## config.mk

```make
export PLATFORM = sky130hd
export DESIGN_NAME = code_entry_flat
export DESIGN_NICKNAME = d
export VERILOG_FILES = /design/src/rtl/code_entry_if.sv /design/src/rtl/code_entry.sv /design/src/flat_wrapper.sv
export SDC_FILE = /design/constraint.sdc
export NUM_CORES = 1
export LEC_CHECK = 0
export BUFFER_PORTS_ARGS = -buffer_cell sky130_fd_sc_hd__buf_2
export CORE_MARGIN = 3
export CORE_UTILIZATION = 30
export DETAILED_ROUTE_END_ITERATION = 10
export GPL_TIMING_DRIVEN = 0
export PLACE_DENSITY_LB_ADDON = 0.25
export SYNTH_ARGS = -nofsm -noshare
export SYNTH_HDL_FRONTEND = slang
export SYNTH_SLANG_ARGS = --single-unit
```

## constraint.sdc

```tcl
create_clock -name clk -period 3.89 [get_ports clk]
set_input_delay 1.167 -clock clk [delete_from_list [all_inputs] [get_ports clk]]
set_output_delay 1.167 -clock clk [all_outputs]
set_load 0.03 [all_outputs]
```

## src/rtl/code_entry_if.sv

```systemverilog
// code_entry_if: valid/ready handshake carrying a finished DIGITS-long code
// from the entry front end (master) to the comparator (slave).
interface code_entry_if #(
  parameter int DIGITS = 4,
  parameter int DW     = 4
);
  logic [DIGITS*DW-1:0] code;
  logic                 code_valid;
  logic                 code_ready;

  modport master (
    output code,
    output code_valid,
    input  code_ready
  );

  modport slave (
    input  code,
    input  code_valid,
    output code_ready
  );
endinterface

```

## src/rtl/code_entry.sv

```systemverilog
// code_entry: digit-entry front end for the lock datapath.
// Builds a DIGITS-long code from up/down/cnf/back/clr pulses, drives a
// per-slot display bus and offers the finished code over a valid/ready
// handshake. Event priority per cycle: clr > back > cnf > up > down.
// Optional feature: define CODE_ENTRY_MASK_EN to show confirmed digits as
// MASK (BLANK-1) on the display; the code itself is never masked.
module code_entry #(
  parameter int DIGITS = 4,
  parameter int RADIX  = 10,
  parameter int DW     = 4
) (
  input  logic                         clk,
  input  logic                         rst,
  input  logic                         up,
  input  logic                         down,
  input  logic                         cnf,
  input  logic                         back,
  input  logic                         clr,
  code_entry_if.master                 cbus,
  output logic [DIGITS*DW-1:0]         disp,
  output logic [$clog2(DIGITS+1)-1:0]  count
);

  localparam int             CW    = $clog2(DIGITS+1);
  localparam logic [DW-1:0]  BLANK = {DW{1'b1}};
  localparam logic [DW-1:0]  MASK  = {{(DW-1){1'b1}}, 1'b0};
  localparam logic [DW-1:0]  TOP   = DW'(RADIX-1);
  localparam logic [CW-1:0]  LAST  = CW'(DIGITS-1);
  localparam logic [CW-1:0]  FULL  = CW'(DIGITS);
  localparam logic [DIGITS*DW-1:0] DISP_RST = {{(DIGITS-1){BLANK}}, {DW{1'b0}}};

`ifdef CODE_ENTRY_MASK_EN
  localparam bit MASK_EN = 1'b1;
`else
  localparam bit MASK_EN = 1'b0;
`endif

  typedef enum logic {
    ST_ENTRY = 1'b0,
    ST_HOLD  = 1'b1
  } state_e;

  state_e               state_q, state_d;
  logic [DW-1:0]        cur_q, cur_d;
  logic [CW-1:0]        count_q, count_d;
  // dig_q[i] is the i-th confirmed digit in entry order (0 = first).
  logic [DW-1:0]        dig_q [0:DIGITS-2];
  logic [DW-1:0]        dig_d [0:DIGITS-2];
  logic [DIGITS*DW-1:0] code_q, code_d;
  logic                 valid_q, valid_d;
  logic [DIGITS*DW-1:0] disp_q, disp_d;

  // Next-state logic: one event per cycle in ENTRY, accept/abort in HOLD.
  always_comb begin
    state_d = state_q;
    cur_d   = cur_q;
    count_d = count_q;
    dig_d   = dig_q;
    code_d  = code_q;
    valid_d = valid_q;
    case (state_q)
      ST_ENTRY: begin
        if (clr) begin
          count_d = '0;
          cur_d   = '0;
          for (int i = 0; i < DIGITS-1; i++) begin
            dig_d[i] = '0;
          end
        end else if (back) begin
          cur_d = '0;
          if (count_q != '0) begin
            count_d = count_q - CW'(1);
          end else begin
            count_d = count_q;
          end
        end else if (cnf) begin
          cur_d = '0;
          if (count_q < LAST) begin
            for (int i = 0; i < DIGITS-1; i++) begin
              if (count_q == CW'(i)) begin
                dig_d[i] = cur_q;
              end else begin
                dig_d[i] = dig_q[i];
              end
            end
            count_d = count_q + CW'(1);
          end else begin
            // Last digit: first-entered digit lands in the MS slot of code.
            for (int i = 0; i < DIGITS-1; i++) begin
              code_d[(DIGITS-1-i)*DW +: DW] = dig_q[i];
            end
            code_d[DW-1:0] = cur_q;
            valid_d = 1'b1;
            state_d = ST_HOLD;
            count_d = FULL;
          end
        end else if (up) begin
          if (cur_q == TOP) begin
            cur_d = '0;
          end else begin
            cur_d = cur_q + DW'(1);
          end
        end else if (down) begin
          if (cur_q == '0) begin
            cur_d = TOP;
          end else begin
            cur_d = cur_q - DW'(1);
          end
        end else begin
          cur_d = cur_q;
        end
      end
      ST_HOLD: begin
        // Accept and abort both return to a fresh entry; code keeps its value.
        if (clr || cbus.code_ready) begin
          state_d = ST_ENTRY;
          valid_d = 1'b0;
          count_d = '0;
          cur_d   = '0;
          for (int i = 0; i < DIGITS-1; i++) begin
            dig_d[i] = '0;
          end
        end else begin
          valid_d = valid_q;
        end
      end
      default: begin
        state_d = ST_ENTRY;
        valid_d = 1'b0;
        count_d = '0;
        cur_d   = '0;
      end
    endcase
  end

  // Display image built from next-state values so disp is registered in step.
  always_comb begin
    logic [DW-1:0] sel;
    logic          hit;
    disp_d = {DIGITS{BLANK}};
    sel    = '0;
    hit    = 1'b0;
    if (state_d == ST_HOLD) begin
      // In HOLD the newest digit sits in slot 0, which is exactly code order.
      if (MASK_EN) begin
        disp_d = {DIGITS{MASK}};
      end else begin
        disp_d = code_d;
      end
    end else begin
      disp_d[DW-1:0] = cur_d;
      // Slot k (1..count) shows digit index count-k: newest in slot 1.
      for (int k = 1; k < DIGITS; k++) begin
        sel = '0;
        hit = 1'b0;
        for (int i = 0; i < DIGITS-1; i++) begin
          sel = sel | ({DW{32'(count_d) == k + i}} & dig_d[i]);
          hit = hit | (32'(count_d) == k + i);
        end
        if (!hit) begin
          disp_d[k*DW +: DW] = BLANK;
        end else if (MASK_EN) begin
          disp_d[k*DW +: DW] = MASK;
        end else begin
          disp_d[k*DW +: DW] = sel;
        end
      end
    end
  end

  // State and output registers; rst drops everything including a pending code.
  always_ff @(posedge clk or posedge rst) begin
    if (rst) begin
      state_q <= ST_ENTRY;
      cur_q   <= '0;
      count_q <= '0;
      for (int i = 0; i < DIGITS-1; i++) begin
        dig_q[i] <= '0;
      end
      code_q  <= '0;
      valid_q <= 1'b0;
      disp_q  <= DISP_RST;
    end else begin
      state_q <= state_d;
      cur_q   <= cur_d;
      count_q <= count_d;
      for (int i = 0; i < DIGITS-1; i++) begin
        dig_q[i] <= dig_d[i];
      end
      code_q  <= code_d;
      valid_q <= valid_d;
      disp_q  <= disp_d;
    end
  end

  assign disp            = disp_q;
  assign count           = count_q;
  assign cbus.code       = code_q;
  assign cbus.code_valid = valid_q;

endmodule

```

## src/flat_wrapper.sv

```systemverilog
// flat-port wrapper written by rule: the top's interface ports become plain ports
module code_entry_flat 
#(
  parameter int DIGITS = 4,
  parameter int RADIX  = 10,
  parameter int DW     = 4
)
  (clk, rst, up, down, cnf, back, clr, disp, count, cbus_code, cbus_code_valid, cbus_code_ready);
  code_entry_if #(.DIGITS(DIGITS), .DW(DW)) cbus_i ();
  input  logic clk;
  input  logic rst;
  input  logic up;
  input  logic down;
  input  logic cnf;
  input  logic back;
  input  logic clr;
  output logic [DIGITS*DW-1:0] disp;
  output logic [$clog2(DIGITS+1)-1:0] count;
  output wire logic [$bits(cbus_i.code)-1:0] cbus_code;
  output wire logic [$bits(cbus_i.code_valid)-1:0] cbus_code_valid;
  input wire logic [$bits(cbus_i.code_ready)-1:0] cbus_code_ready;
  assign cbus_code = cbus_i.code;
  assign cbus_code_valid = cbus_i.code_valid;
  assign cbus_i.code_ready = cbus_code_ready;
  code_entry #(.DIGITS(DIGITS), .RADIX(RADIX), .DW(DW)) u_core (.clk(clk), .rst(rst), .up(up), .down(down), .cnf(cnf), .back(back), .clr(clr), .cbus(cbus_i), .disp(disp), .count(count));
endmodule
```

# Word level (Yosys, flattened, before mapping)
# Index checks and enable logic that the tools add are counted.
[totals]
register_bits = 53
inputBits = 8
output_inout_bits = 36
word_cells = 100
[op_classes]
n_addsub = 4
order_cmp = 1
n_eq_ne = 13
n_mux = 46
bitwise_logic = 22
reduce_logical = 5
[op_table]
columns = ["cell", "n"]
rows = [
  ["$mux W16", 6],
  ["$mux W12", 5],
  ["$mux W4", 14],
  ["$and A4 B4 Y4", 9],
  ["$or A4 B4 Y4", 6],
  ["$pmux W12 S2", 1],
  ["$mux W3", 6],
  ["$mux W1", 10],
  ["$ne A2 B2 Y1 const B", 5],
  ["$eq A3 B2 Y1 const B", 3],
  ["$pmux W4 S2", 1],
  ["$eq A3 B1 Y1 const B", 2],
  ["$eq A3 B3 Y1 const B", 2],
  ["$or A1 B1 Y1", 6],
  ["$pmux W3 S2", 1],
  ["$reduce_and A5 Y1", 1],
  ["$add A4 B1 Y4 const B", 1],
  ["$eq A4 B4 Y1 const B", 1],
  ["$logic_not A4 Y1", 1],
  ["$pmux W1 S2", 2],
  ["$sub A4 B1 Y4 const B", 1],
  ["$add A3 B1 Y3 const B", 1],
  ["$logic_not A3 Y1", 1],
  ["$lt A3 B2 Y1 const B", 1],
  ["4 further kinds", 4],
]

# Longest topological paths before layout
[logic_depth]
depth_word = 12
ltp_mapped = 9

# Least setup slack after synthesis
# Ideal clock, no wire load.
[synth_timing]
path_type = "input -> register"
from = "in back"
to = "reg u_core.disp_q[11] (netlist: u_core.disp[11])"
setup_ns = 0.081
t_arrival_ns = 2.675
path_slack_ns = 1.134
cell_stages = 7
n_path_buf = 1
path_cell_list = "buf_2 > nor4_1 > a311oi_1 > o2bb2ai_2 > mux2_2 > o22ai_1 > o21ai_1"
[synth_between]
elab_chain_len = 9
[synth_lines]
columns = ["item", "line_no", "source"]
rows = [
  ["start, declared", "flat_wrapper.sv:15", "input logic back;"],
  ["$mux W3", "code_entry.sv:69", "end else if (back) begin"],
  ["$mux W3", "code_entry.sv:63", "if (clr) begin"],
  ["$pmux W3 S2", "code_entry.sv:61", "case (state_q)"],
  ["$eq A3 B2 Y1", "code_entry.sv:157, code_entry.sv:158", ""],
  ["$and A4 B4 Y4", "code_entry.sv:157", "sel = sel | ({DW{32'(count_d) == k + i}} & dig_d[i]);"],
  ["$or A4 B4 Y4 (2 in a row)", "code_entry.sv:157", ""],
  ["$mux W4", "code_entry.sv:160", "if (!hit) begin"],
  ["$mux W16 (*)", "code_entry.sv:143", "if (state_d == ST_HOLD) begin"],
  ["named net u_core.disp_d[11]", "code_entry.sv:51", "logic [DIGITS*DW-1:0] disp_q, disp_d;"],
  ["end signal, assigned", "code_entry.sv:192", "disp_q <= disp_d;"],
  ["end, declared", "code_entry.sv:51", ""],
]
# The timed path passes the listed nets; every way through them passes the cells marked *.
# A chain may end at the register's enable or synchronous reset.

# Worst setup path after layout
[layout_timing]
from = "in back"
to = "reg u_core.disp_q[13] (netlist: u_core.disp[13])"
[layout_between]
elab_chain_len = 9
[layout_lines]
columns = ["item", "line_no"]
rows = [
  ["$mux W3", "code_entry.sv:69"],
  ["$mux W3", "code_entry.sv:63"],
  ["$pmux W3 S2", "code_entry.sv:61"],
  ["$eq A3 B2 Y1 / $eq A3 B3 Y1 (equally long branches)", "code_entry.sv:157, code_entry.sv:158"],
  ["$and A4 B4 Y4", "code_entry.sv:157"],
  ["$or A4 B4 Y4 (2 in a row)", "code_entry.sv:157"],
  ["$mux W4", "code_entry.sv:160"],
  ["$mux W16 (*)", "code_entry.sv:143"],
  ["named net u_core.disp_d[13]", "code_entry.sv:51"],
]
# Marked as above.

==> reports/metrics.csv <==
stage;metric;value;unit
status;outcome;complete, no violations;
synthesis;synth-xor-area-share;0;%
detailed_routing;wire_per_inst;16.7;µm
worst_setup_path;cp-start-kind;primary input;
synthesis;yosys.area.top_type;dfrtp_1;
placement;io_buffers;42;
grt;overflow;0;
finish;nNetsFinal;356;
timing;drv_slew;0;
worst_setup_path;path_cells;buf_2, buf_2, nor4_1, a311oi_1, o2bb2ai_2, nand3_1, o211ai_1, o211ai_1;
finish;final-seq-area;1340;µm²
synthesis;synthTopCellsByArea;dfrtp_1 (37%), dfstp_2 (11%), nand2_1 (10%);
power_and_ir_drop;p_per_area;453;nW/µm²
cts;insertion_delay;0.31;ns
cts;clockRootBuffer;clkbuf_8;
synthesis;synth_top_family_by_area;compound AO/OA/AOI/OAI gates;
timing;slew_headroom;37.3;%
synthesis;syn-num-nets;306;
floorplanning;initial_utilization;31.2;%
cts;cts_buffer_depth;2;
worst_setup_path;path_class;in2reg;
synthesis;synthMuxAreaShare;3.83;%
worst_setup_path;worstPathArrival;3.45;ns
timing;timing.fmax;308;MHz
synthesis;ys_types;46;
detailed_routing;via_per_inst;5.28;
cts;cts_sinks;53;
cts;cts_buffers;5;
timing;period_share;83.4;%
grt;grt_pass1_wl;12100;µm
placement;gp_congestion;0.866;
grt;track_usage;14.9;%
cts;cts_tree;done;
timing;fin_crit;3.25;ns
detailed_routing;antenna_left;0;
worst_setup_path;critPathRequiredTime;4.10;ns
finish;n_fill_cell;915;
synthesis;yosys.area_share.simple;17.4;%
synthesis;syn_inst;290;
grt;grt_pass1_vias;2333;
timing;worst_pin_slew;0.932;ns
hold_path;hp-class;reg2reg;
worst_setup_path;path_max_fanout;10;
floorplanning;coreArea;8810;µm²
cts;cts_resized;0;
detailed_routing;drt_iter0_drc;117;
timing;setup_viol;0;
finish;multi_input_area;1300;µm²
run;maxCapViolCount;0;
finish;drive_gt1_share;22.6;%
synthesis;synth.avg_cell_area;9.47;µm²
floorplanning;fp.dieH;102;µm
finish;final_util;36.4;%
worst_setup_path;crit_path_top_delay_cell;nor4_1;
detailed_routing;drt-pass1-iter-count;4;
finish;syn_to_final_growth;16.6;%
power_and_ir_drop;max-vdd-ir-drop;185;µV
synthesis;synth_edf_count;0;
cts;path_clk_slew;0.09;ns
cts;cts_setup_buffers;0;
floorplanning;die_x;102;µm
placement;dp_hpwl;5510;µm
synthesis;syn_area;2750;µm²
synthesis;synth_compound_area_share;22.3;%
floorplanning;io_pins;44;
floorplanning;row_count;34;
detailed_routing;drt-total-wl;7520;µm
synthesis;yosys.area.top_type_share;37.3;%
grt;grt_max_degree;30;
synthesis;ys_seq_area_share;48.8;%
timing;fin_tns_setup;0;ns
synthesis;ys_seq_elements;53;
finish;diodes;0;
worst_setup_path;cp-end-kind;flip-flop;
synthesis;async_flop_share;100;%
synthesis;synth_common_cells;nand2_1 (73), dfrtp_1 (41), inv_1 (14);
synthesis;yosys.cell_count.top_type;nand2_1;
cts;cts_htree_levels;2;
timing;fin_skew;0.0101;ns
cts;cts-hold-fix-buffers;0;
floorplanning;fp.dieArea;10300;µm²
detailed_routing;drc;0;
timing;rsz0062_at_grt;false;
detailed_routing;route.vias.total;2369;
timing;final_hold_viol_count;0;
synthesis;ys.flop_type;dfrtp_1;
synthesis;synth_fa_ha_area_share;3.64;%
worst_setup_path;cpPeakStageDelay;0.80;ns
power_and_ir_drop;leakagePower;0.00153;µW
grt;antenna_found_initial;0;
synthesis;yosysWarnings;0;
-- layout by cell type (no fill, tap or decap), types with 2 or more instances in the layout --
master    synthesis  layout
nand2_1          73      73
a221oi_1          4       4
ha_1              8       8
o211ai_1          9       9
clkbuf_8          0       6
o21ai_1           4       4
and3_1            3       3
nor3b_1           5       5
a311oi_1          2       2
a211oi_1          3       3
mux2i_1           6       6
nor2b_1           4       4
a22o_1           11      11
o22ai_1           6       6
o21ai_0          12      12
o32ai_1           3       3
dfrtp_1          41      41
nand3_1           4       4
nand2b_1          4       4
o31ai_1           3       3
clkbuf_1          8      10
inv_1            14      13
dfstp_2          12      12
a21o_1            4       4
buf_2             4      46
a31oi_1           6       6
a21oi_1           8       8
nor2_1            7       7
mux2_2            4       4
-- worst paths after layout --
kind                            depth (start not counted)                              to  slack, ns                 startpoint
worst max-delay path                                    8       u_core.disp[13]$_DFF_PP1_       0.64                       back
worst min-delay path                                    2  u_core.cbus.code[10]$_DFF_PP0_       0.50  u_core.dig_q[6]$_DFF_PP0_
worst max register to register                          9        u_core.disp[9]$_DFF_PP1_       1.02  u_core.count[0]$_DFF_PP0_
worst min register to register                          2  u_core.cbus.code[10]$_DFF_PP0_       0.50  u_core.dig_q[6]$_DFF_PP0_
max in group asynchronous                               3        u_core.disp[5]$_DFF_PP1_       2.37                        rst
min in group asynchronous                               2   u_core.cbus.code[0]$_DFF_PP0_       0.89                        rst
-- power by group --
part,switching (µW),internal (µW),leakage [µW],total (µW)
Clock,175,146,0.0000455,320
Sequential,36.7,640,0.000692,676
Combinational,310,145,0.000794,454
Total,521,930,0.00153,1450
-- cells by family (layout without fill, tap and decap cells) --
kind of cell	count (synthesis)	after routing
AOI/OAI and AO/OA	85	85
adders and majority gates	8	8
buffers and inverters	27	78
DFF	53	53
muxes	10	10
and+or+nand+nor	107	107
-- critical path: cells and delay by family --
family                 cells  cell delay [ns]
and+or+nand+nor            2             1.12
buffers and inverters      2             0.28
AOI/OAI and AO/OA          4             0.88
-- state kept, by name, summed over array words and instances, names as in the netlist --
name,count
u_core.cur_q,4
u_core.cbus.code_valid,1
u_core.state_q,1
u_core.count,3
u_core.cbus.code,16
u_core.disp,16
u_core.dig_q,12
-- final cells by class --
class / instances / area share (%)
Sequential cell: 53 / 41.9
Clock buffer: 8 / 2.81
Buffer: 12 / 1.56
Timing Repair Buffer: 43 / 7.19
Tap cell: 108 / 4.22
Inverter: 15 / 1.84
Multi-Input combinational cell: 210 / 40.5
-- layer usage --
metal / share of wire, % / up-vias / routed length (µm) / GRT usage, %
met5: 0 / - / 0 / 0
met4: 1.1 / 0 / 84 / 4.50
met3: 4.4 / 8 / 330 / 2.62
met2: 44 / 72 / 3300 / 22.9
met1: 51 / 1139 / 3800 / 21.5
li1: - / 1150 / - / -
-- stage by stage --
step	cells	power (µW)	worst slack, ns	instance area [µm²]	hold slack, ns
after floorplan	290	1010	1.13	2750	0.459
after global placement	440	1140	0.307	3090	0.486
after detailed placement	441	1140	0.302	3110	0.488
after CTS	449	1460	0.619	3200	0.510
after global routing	449	1530	0.370	3200	0.543
final	449	1450	0.644	3200	0.501
(Power assumes the default switching activity.)
